==> src/rtl/aquila_device_axil_bridge.sv <==
// Aquila uncached device port to AXI4-Lite master bridge.
// One request outstanding at a time. A bus timeout keeps a missing slave from
// hanging the core. Completion is signalled by a one-cycle ready pulse.
module aquila_device_axil_bridge #(
    parameter int unsigned     XLEN        = 32,
    parameter int unsigned     TIMEOUT_CYC = 1024,
    parameter logic [XLEN-1:0] ERR_DATA    = 32'hDEAD_BEEF
) (
    input  logic                clk_i,
    input  logic                rst_i,
    // Device side (from the core's M_DEVICE_* port)
    input  logic                dev_strobe_i,
    input  logic [XLEN-1:0]     dev_addr_i,
    input  logic                dev_rw_i,
    input  logic [XLEN/8-1:0]   dev_byte_enable_i,
    input  logic [XLEN-1:0]     dev_data_i,
    output logic                dev_data_ready_o,
    output logic [XLEN-1:0]     dev_data_o,
    output logic                dev_error_o,
    // AXI4-Lite write address / data / response
    output logic [XLEN-1:0]     m_axi_awaddr,
    output logic                m_axi_awvalid,
    input  logic                m_axi_awready,
    output logic [XLEN-1:0]     m_axi_wdata,
    output logic [XLEN/8-1:0]   m_axi_wstrb,
    output logic                m_axi_wvalid,
    input  logic                m_axi_wready,
    input  logic [1:0]          m_axi_bresp,
    input  logic                m_axi_bvalid,
    output logic                m_axi_bready,
    // AXI4-Lite read address / data
    output logic [XLEN-1:0]     m_axi_araddr,
    output logic                m_axi_arvalid,
    input  logic                m_axi_arready,
    input  logic [XLEN-1:0]     m_axi_rdata,
    input  logic [1:0]          m_axi_rresp,
    input  logic                m_axi_rvalid,
    output logic                m_axi_rready
);

    typedef enum logic [1:0] {
        S_IDLE  = 2'd0,
        S_WRITE = 2'd1,
        S_READ  = 2'd2,
        S_RESP  = 2'd3
    } state_t;

    state_t              state_reg,   state_next;
    logic                awvalid_reg, awvalid_next;
    logic                wvalid_reg,  wvalid_next;
    logic                bready_reg,  bready_next;
    logic                arvalid_reg, arvalid_next;
    logic                rready_reg,  rready_next;
    logic [XLEN-1:0]     awaddr_reg,  awaddr_next;
    logic [XLEN-1:0]     wdata_reg,   wdata_next;
    logic [XLEN/8-1:0]   wstrb_reg,   wstrb_next;
    logic [XLEN-1:0]     araddr_reg,  araddr_next;
    logic [XLEN-1:0]     rdata_reg,   rdata_next;
    logic                error_reg,   error_next;
    logic [31:0]         cnt_reg,     cnt_next;

    // Per-channel "still waiting for handshake" after this cycle
    logic                aw_pending;
    logic                w_pending;
    logic                ar_pending;
    logic                timeout_hit;

    assign aw_pending  = awvalid_reg & ~m_axi_awready;
    assign w_pending   = wvalid_reg  & ~m_axi_wready;
    assign ar_pending  = arvalid_reg & ~m_axi_arready;
    // Counter starts at 0 in the first bus cycle, so this fires in the
    // TIMEOUT_CYC-th cycle spent waiting on the slave.
    assign timeout_hit = (TIMEOUT_CYC != 0) && ((cnt_reg + 32'd1) == TIMEOUT_CYC);

    // Next-state and next-output logic for the request FSM
    always_comb begin
        state_next   = state_reg;
        awvalid_next = awvalid_reg;
        wvalid_next  = wvalid_reg;
        bready_next  = bready_reg;
        arvalid_next = arvalid_reg;
        rready_next  = rready_reg;
        awaddr_next  = awaddr_reg;
        wdata_next   = wdata_reg;
        wstrb_next   = wstrb_reg;
        araddr_next  = araddr_reg;
        rdata_next   = rdata_reg;
        error_next   = error_reg;
        cnt_next     = cnt_reg;

        case (state_reg)
            S_IDLE: begin
                cnt_next = 32'd0;
                if (dev_strobe_i) begin
                    if (dev_rw_i) begin
                        state_next   = S_WRITE;
                        awvalid_next = 1'b1;
                        wvalid_next  = 1'b1;
                        awaddr_next  = dev_addr_i;
                        wdata_next   = dev_data_i;
                        wstrb_next   = dev_byte_enable_i;
                    end else begin
                        state_next   = S_READ;
                        arvalid_next = 1'b1;
                        araddr_next  = dev_addr_i;
                    end
                end
            end

            S_WRITE: begin
                cnt_next = cnt_reg + 32'd1;
                if (bready_reg && m_axi_bvalid) begin
                    // A response that lands on the timeout cycle still wins
                    state_next  = S_RESP;
                    bready_next = 1'b0;
                    if (m_axi_bresp != 2'b00) begin
                        error_next = 1'b1;
                    end
                end else if (timeout_hit) begin
                    state_next   = S_RESP;
                    awvalid_next = 1'b0;
                    wvalid_next  = 1'b0;
                    bready_next  = 1'b0;
                    error_next   = 1'b1;
                end else begin
                    awvalid_next = aw_pending;
                    wvalid_next  = w_pending;
                    bready_next  = ~aw_pending & ~w_pending;
                end
            end

            S_READ: begin
                cnt_next = cnt_reg + 32'd1;
                if (rready_reg && m_axi_rvalid) begin
                    state_next  = S_RESP;
                    rready_next = 1'b0;
                    if (m_axi_rresp != 2'b00) begin
                        rdata_next = ERR_DATA;
                        error_next = 1'b1;
                    end else begin
                        rdata_next = m_axi_rdata;
                    end
                end else if (timeout_hit) begin
                    state_next   = S_RESP;
                    arvalid_next = 1'b0;
                    rready_next  = 1'b0;
                    rdata_next   = ERR_DATA;
                    error_next   = 1'b1;
                end else begin
                    arvalid_next = ar_pending;
                    rready_next  = ~ar_pending;
                end
            end

            S_RESP: begin
                // Any strobe seen here is dropped; the core re-requests from IDLE
                state_next = S_IDLE;
            end

            default: begin
                state_next = S_IDLE;
            end
        endcase
    end

    // State and output registers with synchronous reset
    always_ff @(posedge clk_i) begin
        if (rst_i) begin
            state_reg   <= S_IDLE;
            awvalid_reg <= 1'b0;
            wvalid_reg  <= 1'b0;
            bready_reg  <= 1'b0;
            arvalid_reg <= 1'b0;
            rready_reg  <= 1'b0;
            awaddr_reg  <= '0;
            wdata_reg   <= '0;
            wstrb_reg   <= '0;
            araddr_reg  <= '0;
            rdata_reg   <= '0;
            error_reg   <= 1'b0;
            cnt_reg     <= 32'd0;
        end else begin
            state_reg   <= state_next;
            awvalid_reg <= awvalid_next;
            wvalid_reg  <= wvalid_next;
            bready_reg  <= bready_next;
            arvalid_reg <= arvalid_next;
            rready_reg  <= rready_next;
            awaddr_reg  <= awaddr_next;
            wdata_reg   <= wdata_next;
            wstrb_reg   <= wstrb_next;
            araddr_reg  <= araddr_next;
            rdata_reg   <= rdata_next;
            error_reg   <= error_next;
            cnt_reg     <= cnt_next;
        end
    end

    assign dev_data_ready_o = (state_reg == S_RESP);
    assign dev_data_o       = rdata_reg;
    assign dev_error_o      = error_reg;

    assign m_axi_awaddr  = awaddr_reg;
    assign m_axi_awvalid = awvalid_reg;
    assign m_axi_wdata   = wdata_reg;
    assign m_axi_wstrb   = wstrb_reg;
    assign m_axi_wvalid  = wvalid_reg;
    assign m_axi_bready  = bready_reg;
    assign m_axi_araddr  = araddr_reg;
    assign m_axi_arvalid = arvalid_reg;
    assign m_axi_rready  = rready_reg;

endmodule

==> config.mk <==
export PLATFORM = sky130hd
export DESIGN_NAME = aquila_device_axil_bridge
export DESIGN_NICKNAME = d
export VERILOG_FILES = /design/src/rtl/aquila_device_axil_bridge.sv
export SDC_FILE = /design/constraint.sdc
export NUM_CORES = 1
export LEC_CHECK = 0
export BUFFER_PORTS_ARGS = -buffer_cell sky130_fd_sc_hd__buf_2
export CAP_MARGIN = 20
export CORE_AREA = 10 10 129 131
export DETAILED_ROUTE_END_ITERATION = 8
export DIE_AREA = 0 0 139 141
export PLACE_DENSITY = 0.82
export SETUP_SLACK_MARGIN = 0.02
export SYNTH_ARGS = -nofsm -noshare
export SYNTH_HDL_FRONTEND = slang
export SYNTH_SLANG_ARGS = --single-unit
==> constraint.sdc <==
create_clock -name clk_i -period 4.7 [get_ports clk_i]
set_clock_uncertainty 0.15 [all_clocks]
set_input_delay 0.705 -clock clk_i [delete_from_list [all_inputs] [get_ports clk_i]]
set_output_delay 0.705 -clock clk_i [all_outputs]
set_load 0.02 [all_outputs]
==> flow_summary.yaml <==
worst_setup_path:
  critPathKind: "flop to flop"
  worstRegToRegCells: 9
  path_cells: "ha_1 > nand3_1 > or4_1 > xor2_1 > o2111ai_1 > nor4_2 > nand3_2 > buf_4 > a21oi_1"
  reg2reg_from: "cnt_reg[0]$_SDFFE_PP0P_"
  cp_max_fo: 34
  worstSetupStartpointType: "flop"
  critPathRequiredTime_ns: 4.90
  reg2reg_slack_ns: 0.91
  r2r-end: "dev_data_o[25]$_SDFFE_PP0P_"
  critPathBufInv: 1
  critPathTopFamily: "simple AND/OR/NAND/NOR gates"
  worst_ep_arrival_time_ns: 3.99
  cp_slowest_cell: "or4_1"
  endpoint_kind: "flop"
  max_stage_delay_ns: 0.73
final_layout:
  fillers: 1191
  area_delta_synth_final_pct: 25.02
  nets: 1299
  drive_gt1_share_pct: 25.48
timing:
  fin_tns_setup_ns: 0
  fin_crit_sh_pct: 80.66
  fin_crit_ns: 3.791
  rsz0062_at_grt: "no"
  setup-violations-final: 0
  hold_viol_final: 0
  holdWs_ns: 0.3004
  tightest_slew_ns: 0.8830
  fmax_mhz: 263.8
  drv_slew: 0
  relSlewSlack_pct: 40.99
cts:
  cts_buffers: 17
  ctsHoldBuffers: 0
  clk_path_buf_depth: 2
  insertion_delay_ns: 0.43
  path_clk_slew_ns: 0.07
  cts.sinks: 172
  root_buffer: "clkbuf_16"
  htree_levels: 4
  cts_tree: "yes"
  cts_setup_buffers: 0
  post_cts_resized: 0
placed_design:
  hpwlAfterDp_mm: 16.74
  place.gp.congestion: 0.8836
  io_buffers: 251
floorplan:
  core_area_um2: 14200
  die-area_um2: 19600
  start_util_pct: 52.75
  design.portCount: 252
  die_height_um: 141
  std_cell_rows: 44
  die_w_um: 139
synth:
  synth_top_area_share_pct: 45.96
  ys_seq_area_share_pct: 45.96
  synthArstFlopShare_pct: 0
  yosysUniqueCellTypes: 58
  syn_nets: 1104
  syn_inst: 985
  yosysWarnings: 0
  synth.area.top_cells: "dfxtp_1, nand2_1, a21oi_1"
  synth_edf_count: 0
  syn-cell-area_um2: 7492
  synth_ff_type: "dfxtp_1"
  syn_avg_cell_area_um2: 7.606
  ys_ff_latch: 172
  synth_largest_area_cell: "dfxtp_1"
power:
  fin_total_pwr_mw: 4.172
  clkPwrFrac_pct: 34.8
  switching_share_pct: 34.07
  p_switching_mw: 1.422
  seqPwrFrac_pct: 40.4
  p_int_mw: 2.750
  p_per_area_nw_per_um2: 445.4
  leakagePower_nw: 4.044
  ir_drop_mv: 0.3090
  p_comb_share_pct: 24.8
grt:
  grt_pass1_vias: 6924
  grt_first_pass_wirelength_mm: 37.05
  grt_max_degree: 68
  antenna_found_initial: 3
  grt-ovfl-total: 0
  track_usage_pct: 22.66
min_path:
  whs_endpoint: "m_axi_araddr[7]$_SDFFE_PP0P_"
  hp-start: "m_axi_araddr[7]$_SDFFE_PP0P_"
  min_path_cells: 2
  hp-class: "flop to flop"
route:
  drt_iter0_markers: 726
  drc: 0
  vias: 7688
  drt_pass1_iterations: 6
  vias_per_cell: 5.571
  wl_per_cell_um: 17.23
  wl_mm: 23.78
  ant_nets: 0
outcome:
  outcome: "completed"
job:
  drv_cap: 0
## through the flow
| step | worst slack (ns) | instances | utilization (%) | area [um2] |
|---|---|---|---|---|
| 6_report | 0.9092 | 1380 | 65.94 | 9366 |
| 5_1_grt | 0.5540 | 1379 | 65.93 | 9364 |
| 4_1_cts | 0.9140 | 1376 | 65.70 | 9331 |
| 3_5_place_dp | 0.9335 | 1344 | 61.35 | 8715 |
| 3_3_place_gp | 1.070 | 1344 | 61.35 | 8715 |
| 2_1_floorplan | 1.965 | 985 | - | 7492 |
## final cells by class
| class | instances | area [um2] | share of cell area [%] |
|---|---|---|---|
| multi-input cells | 715 | 3670 | 39.18 |
| repair buffers | 260 | 1346 | 14.37 |
| diodes | 3 | 7.507 | 0.08015 |
| clock inverters | 13 | 173.9 | 1.857 |
| clock buffers | 19 | 442.9 | 4.729 |
| inverters | 14 | 52.55 | 0.5610 |
| flip-flops and latches | 172 | 3443 | 36.76 |
| well taps | 184 | 230.2 | 2.458 |
## kinds of logic after synthesis
group	after synthesis	synth area share, %
DFF	172	45.96
and+or+nand+nor	435	25.57
muxes	1	0.1336
AOI/OAI and AO/OA	260	20.64
xor gates and xnor gates	13	1.520
buffers and inverters	98	5.177
adders and majority gates	6	1.002
## Yosys cell counts (all sizes together) (13+ instances only)
| master | n |
|---|---|
| nand4 | 18 |
| nand2 | 267 |
| clkbuf | 71 |
| o221ai | 24 |
| dfxtp | 172 |
| o21ai | 22 |
| a21oi | 173 |
| inv | 13 |
| buf | 13 |
| nor3 | 23 |
| nand3 | 13 |
| nor2 | 67 |
## worst min-delay path: stages (launching register included)
cell     delay, ns
dfxtp_1       0.30
nand2_1       0.05
a21oi_1       0.05
## power groups by stage
stage                     Clock [mW]  Combinational [mW]  Sequential [mW]
after floorplan                    0               0.504             1.88
after global placement             0                1.01             1.71
after detailed placement           0                1.02             1.72
after CTS                       1.47                1.03             1.68
after global routing            1.54                1.13             1.70
final                           1.45                1.03             1.69
## worst max-delay path by stage
stage | startpoint | end | slack, ns | cells after the start
global route | cnt_reg[0]$_SDFFE_PP0P_ | dev_data_o[25]$_SDFFE_PP0P_ | 0.55 | 9
floorplan | cnt_reg[0]$_SDFFE_PP0P_ | dev_data_o[17]$_SDFFE_PP0P_ | 1.96 | 10
detailed placement | cnt_reg[0]$_SDFFE_PP0P_ | dev_data_o[25]$_SDFFE_PP0P_ | 0.93 | 9
finish | cnt_reg[0]$_SDFFE_PP0P_ | dev_data_o[25]$_SDFFE_PP0P_ | 0.91 | 9
CTS | cnt_reg[0]$_SDFFE_PP0P_ | dev_data_o[25]$_SDFFE_PP0P_ | 0.91 | 9
global placement | cnt_reg[0]$_SDFFE_PP0P_ | dev_data_o[15]$_SDFFE_PP0P_ | 1.07 | 9
## routing by layer
layer	global-route usage, %	up-vias	share of wire, %
li1	-	3818	-
met1	27.10	3509	40
met2	36.30	317	48
met3	7.927	44	10
met4	9.555	0	2.4
met5	0	-	0
## layout by cell type (no fill, tap or decap), types with 3 or more instances in the layout
cell type | Yosys | layout
xnor2_1 | 10 | 10
dfxtp_1 | 172 | 172
nand4_1 | 17 | 17
and4_1 | 5 | 5
nor4_1 | 7 | 7
and3_1 | 8 | 7
diode_2 | 0 | 3
or3_1 | 7 | 7
nor2_1 | 67 | 66
o21ai_0 | 22 | 22
o221ai_1 | 24 | 24
nand2_1 | 267 | 267
nor3_1 | 23 | 23
o211a_1 | 3 | 3
buf_4 | 3 | 9
inv_8 | 0 | 5
buf_2 | 7 | 250
inv_1 | 13 | 13
xor2_1 | 3 | 3
a21oi_1 | 173 | 173
or4_1 | 8 | 8
a41o_1 | 8 | 8
ha_1 | 6 | 6
clkbuf_16 | 0 | 17
o22ai_1 | 3 | 3
nand3_1 | 12 | 11
Power figures use the tool's default switching activity.
